`src/rtl/rf_fifo_pkg.sv`:
```
// Shared FIFO helpers: ceil-log2, pointer-width rule and the common flag encoding.
// Used by rf_sync_fifo and rf_mem; intended for reuse by the async-FIFO variant.
package rf_fifo_pkg;

    function automatic int unsigned clog2(input int unsigned value);
        int unsigned r;
        r = 0;
        while ((64'd1 << r) < 64'(value)) begin
            r = r + 1;
        end
        return r;
    endfunction

    // One extra wrap bit above the storage address distinguishes full from empty.
    function automatic int unsigned ptr_width(input int unsigned depth);
        return clog2(depth) + 1;
    endfunction

    typedef struct packed {
        logic empty;
        logic full;
        logic afull;
    } fifo_flags_t;

endpackage : rf_fifo_pkg

```
`src/rtl/rf_mem.sv`:
```
// WIDTH x DEPTH register file: synchronous write, asynchronous read.
// Storage is deliberately left unreset so it maps onto plain LUT storage.
module rf_mem
    import rf_fifo_pkg::*;
#(
    parameter int unsigned WIDTH = 10,
    parameter int unsigned DEPTH = 4
) (
    input  logic                     clk,
    input  logic                     we,
    input  logic [clog2(DEPTH)-1:0]  waddr,
    input  logic [WIDTH-1:0]         wdata,
    input  logic [clog2(DEPTH)-1:0]  raddr,
    output logic [WIDTH-1:0]         rdata
);

    logic [WIDTH-1:0] mem [DEPTH];

    always_ff @(posedge clk) begin
        if (we) begin
            mem[waddr] <= wdata;
        end
    end

    assign rdata = mem[raddr];

endmodule : rf_mem

```
`src/rtl/rf_sync_fifo.sv`:
```
// Single-clock first-word-fall-through FIFO over rf_mem with flags and fill level.
// Optional sticky OVF/UDF error flags with ERR_CLR when RF_SYNC_FIFO_ERRFLAG_EN is defined.
module rf_sync_fifo
    import rf_fifo_pkg::*;
#(
    parameter int unsigned WIDTH        = 10,
    parameter int unsigned DEPTH        = 4,
    parameter int unsigned AFULL_THRESH = 3
) (
    input  logic                    CLK,
    input  logic                    RSTN,
    input  logic [WIDTH-1:0]        WDATAIN,
    input  logic                    WE,
    input  logic                    RE,
    output logic [WIDTH-1:0]        RDATAOUT,
    output logic                    EMPTY,
    output logic                    FULL,
    output logic                    AFULL,
    output logic [clog2(DEPTH):0]   LEVEL
`ifdef RF_SYNC_FIFO_ERRFLAG_EN
    ,
    input  logic                    ERR_CLR,
    output logic                    OVF,
    output logic                    UDF
`endif
);

    localparam int unsigned AW = clog2(DEPTH);
    localparam int unsigned PW = ptr_width(DEPTH);

    logic [PW-1:0] wr_ptr;
    logic [PW-1:0] rd_ptr;
    logic [PW-1:0] level_c;
    fifo_flags_t   flags_c;
    logic          push_ok_c;
    logic          pop_ok_c;

    // Flags and level depend only on the registered pointers.
    always_comb begin
        level_c       = wr_ptr - rd_ptr;
        flags_c.empty = (wr_ptr == rd_ptr);
        flags_c.full  = (wr_ptr[AW-1:0] == rd_ptr[AW-1:0]) && (wr_ptr[AW] != rd_ptr[AW]);
        flags_c.afull = (level_c >= PW'(AFULL_THRESH));
    end

    // A pop at FULL frees a slot for a same-cycle push; a pop at EMPTY is dropped.
    assign push_ok_c = WE & (~flags_c.full | RE);
    assign pop_ok_c  = RE & ~flags_c.empty;

    always_ff @(posedge CLK or negedge RSTN) begin
        if (!RSTN) begin
            wr_ptr <= '0;
            rd_ptr <= '0;
        end else begin
            if (push_ok_c) begin
                wr_ptr <= wr_ptr + PW'(1);
            end
            if (pop_ok_c) begin
                rd_ptr <= rd_ptr + PW'(1);
            end
        end
    end

    rf_mem #(
        .WIDTH (WIDTH),
        .DEPTH (DEPTH)
    ) u_mem (
        .clk   (CLK),
        .we    (push_ok_c),
        .waddr (wr_ptr[AW-1:0]),
        .wdata (WDATAIN),
        .raddr (rd_ptr[AW-1:0]),
        .rdata (RDATAOUT)
    );

    assign EMPTY = flags_c.empty;
    assign FULL  = flags_c.full;
    assign AFULL = flags_c.afull;
    assign LEVEL = level_c;

`ifdef RF_SYNC_FIFO_ERRFLAG_EN
    // Sticky error flags; clear wins over a same-cycle set.
    always_ff @(posedge CLK or negedge RSTN) begin
        if (!RSTN) begin
            OVF <= 1'b0;
            UDF <= 1'b0;
        end else if (ERR_CLR) begin
            OVF <= 1'b0;
            UDF <= 1'b0;
        end else begin
            if (WE & ~push_ok_c) begin
                OVF <= 1'b1;
            end
            if (RE & flags_c.empty) begin
                UDF <= 1'b1;
            end
        end
    end
`endif

endmodule : rf_sync_fifo

```
`config.mk`:
```
export PLATFORM = sky130hd
export DESIGN_NAME = rf_sync_fifo
export DESIGN_NICKNAME = d
export VERILOG_FILES = /design/src/rtl/rf_fifo_pkg.sv /design/src/rtl/rf_mem.sv /design/src/rtl/rf_sync_fifo.sv
export SDC_FILE = /design/constraint.sdc
export NUM_CORES = 1
export LEC_CHECK = 0
export ABC_AREA = 1
export CAP_MARGIN = 20
export CELL_PAD_IN_SITES_DETAIL_PLACEMENT = 1
export CELL_PAD_IN_SITES_GLOBAL_PLACEMENT = 1
export CORE_AREA = 4 4 81 83
export DETAILED_ROUTE_END_ITERATION = 12
export DIE_AREA = 0 0 85 87
export DONT_BUFFER_PORTS = 1
export PLACE_DENSITY_LB_ADDON = 0.1
export SLEW_MARGIN = 20
export SYNTH_ARGS = -nofsm -noshare
export SYNTH_HDL_FRONTEND = slang
export SYNTH_SLANG_ARGS = --single-unit
```
`constraint.sdc`:
```
create_clock -name CLK -period 2.7 [get_ports CLK]
set_input_delay 0.27 -clock CLK [delete_from_list [all_inputs] [get_ports CLK]]
set_output_delay 0.27 -clock CLK [all_outputs]
set_load 0.02 [all_outputs]
```
==> flow_metrics.env <==
export IMPL_core_area_um2=5850
export IMPL_synth_seq_area_share_pct=68.5
export IMPL_via_per_inst=4.72
export IMPL_synth_compound_area_share_pct=8.25
export IMPL_hold_class="input port to register"
export IMPL_m1WireLength_mm=1.77
export IMPL_dieHeight_um=87
export IMPL_end_kind="primary output"
export IMPL_hold_viol_final=0
export IMPL_cts_tree="yes"
export IMPL_synthDominantCellAreaShare_pct=60.9
export IMPL_dpl_cell_area_um2=2110
export IMPL_startpoint_type="register"
export IMPL_grt_pass1_wl_mm=7.09
export IMPL_yosysMostFrequentCell="edfxtp_1"
export IMPL_synth_cells=164
export IMPL_tns_ns=0
export IMPL_worst_slew_pin_slew_ns=0.516
export IMPL_fin_ws_ns=0.339
export IMPL_finalSetupViolCount=0
export IMPL_start_util_pct=33.7
export IMPL_yosys_area_top_type="edfxtp_1"
export IMPL_powerDensity_nw_per_um2=1210
export IMPL_crit_type="register to primary output"
export IMPL_ys_ff_latch=46
export IMPL_clock_latency_ns=0.29
export IMPL_cts_buffers=5
export IMPL_grt_pass1_vias=1349
export IMPL_vias=1190
export IMPL_drc_errors=0
export IMPL_syn_area_per_cell_um2=12.0
export IMPL_period_needed_ns=2.36
export IMPL_die_area_um2=7400
export IMPL_period_share_pct=87.5
export IMPL_slew_headroom_pct=66.1
export IMPL_utilization_pct=37.7
export IMPL_top_layer="met4"
export IMPL_met3WireLength_um=230
export IMPL_drive_above_1_share_pct=12.4
export IMPL_grt_max_degree=22
export IMPL_ios=30
export IMPL_synth_ff_type="edfxtp_1"
export IMPL_synth_area_leaders="edfxtp_1, dfrtp_1, o21ai_0"
export IMPL_area_growth_pct=11.7
export IMPL_routedWlPerCell_um=17.2
export IMPL_synthTopCellsByCount="edfxtp_1, nor2_1, o21ai_0, inv_1, nand2_1"
export IMPL_slew_viol_final=0
export IMPL_synth_nets=186
export IMPL_fin_worst_skew_ns=0.00332
export IMPL_crit_fanout=13
export IMPL_ys_warn_count=0
export IMPL_first_pass_iters=4
export IMPL_arrival_ns=2.09
export IMPL_finish_instance_area_um2=2200
export IMPL_htreeDepth=2
export IMPL_rows=28
export IMPL_cts_sinks=46
export IMPL_leakagePower_nw=0.860
export IMPL_antenna_cells=0
export IMPL_synth_adder_area_share_pct=5.46
export IMPL_synth_edf_count=40
export IMPL_detailedPlace_worstSlack_ns=0.533
export IMPL_muxShareOfSynthArea_pct=0
export IMPL_min_delay_start="WDATAIN[7]"
export IMPL_dr_wl_met2_mm=2.28
export IMPL_grt_use_total_pct=12.8
export IMPL_cp_startpoint="rd_ptr[1]"
export IMPL_hpwl_mm=3.12
export IMPL_grt_overflow_total=0
export IMPL_timing_fmax_ghz=0.423
export IMPL_status="completed"
export IMPL_syn_area_um2=1970
export IMPL_ant_nets=0
export IMPL_synthSimpleGateAreaFrac_pct=11.5
export IMPL_antenna_found_initial=0
export IMPL_cts_root_buf="clkbuf_8"
export IMPL_vdd_drop_max_uv=1020
export IMPL_synthXorXnorAreaFrac_pct=1.33
export IMPL_async_flop_share_pct=13.0
export IMPL_n_fill_cell=634
export IMPL_clk_path_buf_depth=2
export IMPL_globalplace_congestion=0.746
export IMPL_nets=198
export IMPL_total_power_mw=2.66
export IMPL_crit_required_ns=2.43
export IMPL_finalWirelength_mm=4.32
export IMPL_drtIter0Drc=33
export IMPL_r2r_start="rd_ptr[1]"
export IMPL_rsz0062_at_grt="false"
export IMPL_cts_setup_buffers=0
export IMPL_synth_cell_type_count=19
export IMPL_clk_pin_slew_worst_paths_ns=0.08
export IMPL_postCtsResizedCells=0
export IMPL_max_cap_violations=0
export IMPL_synth_top_family_by_area="simple AND/OR/NAND/NOR gates"
export IMPL_die_w_um=85
export IMPL_port_buffers=0
-- layout by cell type (no fill, tap or decap), drive strengths merged --
cell,n
buf,10
nor2,25
clkbuf,6
nand3,7
inv,18
edfxtp,40
o22ai,10
xor2,3
o21ai,20
clkinv,2
dfrtp,6
nand2,21
dlygate4sd3,1
ha,7
fa,1
-- through the flow --
step | hold WS [ns] | cells
final | 0.0708 | 252
after global routing | 0.0383 | 252
after CTS | 0.0542 | 252
after detailed placement | -0.0253 | 243
after global placement | -0.0254 | 243
after floorplan | -0.0256 | 164
-- flip-flops by register name, summed over array words and instances (netlist names) --
name	cells
rd_ptr	3
u_mem.mem	40
wr_ptr	3
-- kinds of logic (layout without fill, tap and decap cells) --
| kind of cell | Yosys count | after routing |
|---|---|---|
| compound gates | 30 | 30 |
| simple gates | 53 | 53 |
| flops | 46 | 46 |
| buf+inv | 24 | 37 |
| fa+ha+maj | 8 | 8 |
| xor+xnor | 3 | 3 |
-- what timing repair did --
action | 4_1_cts | 5_1_grt
hold buffers | 1 | 0
endpoints found under the hold margin | 6 | 0
endpoints found under the setup margin | 0 | 0
-- where the power goes --
part | internal [mW] | switching (mW)
clock network | 0.178 | 0.214
logic | 0.349 | 0.875
registers | 0.949 | 0.0982
-- path summary, 6_finish.rpt --
path / endpoint / slack (ns) / cells after the start
setup reg to reg: u_mem.mem[0][5] / 0.57 / 8
max in group asynchronous: rd_ptr[0] / 2.17 / 1
setup / recovery: AFULL / 0.34 / 4
hold reg to reg: rd_ptr[2] / 0.55 / 2
hold / removal: u_mem.mem[3][7] / 0.07 / 0
min in group asynchronous: wr_ptr[2] / 0.30 / 1
-- layer usage --
layer	up-vias	global-route usage [%]
met1	576	14.6
met2	24	22.6
li1	586	-
met3	4	4.45
met4	0	3.88
met5	-	0
-- final cells by class --
class | instances | area, µm² | area share (%)
Clock buffer | 6 | 72.6 | 3.29
Inverter | 18 | 67.6 | 3.07
Clock inverter | 2 | 8.76 | 0.398
Timing Repair Buffer | 11 | 85.1 | 3.86
Multi-Input combinational cell | 94 | 524 | 23.8
Sequential cell | 46 | 1350 | 61.3
Tap cell | 75 | 93.8 | 4.26
-- critical path, cell delays in order (launching register included) --
cell and delay (ns):
dfrtp_1 0.61, inv_1 0.17, fa_1 0.74, nand2_1 0.10
nand2_1 0.19
Power figures use the tool's default switching activity.
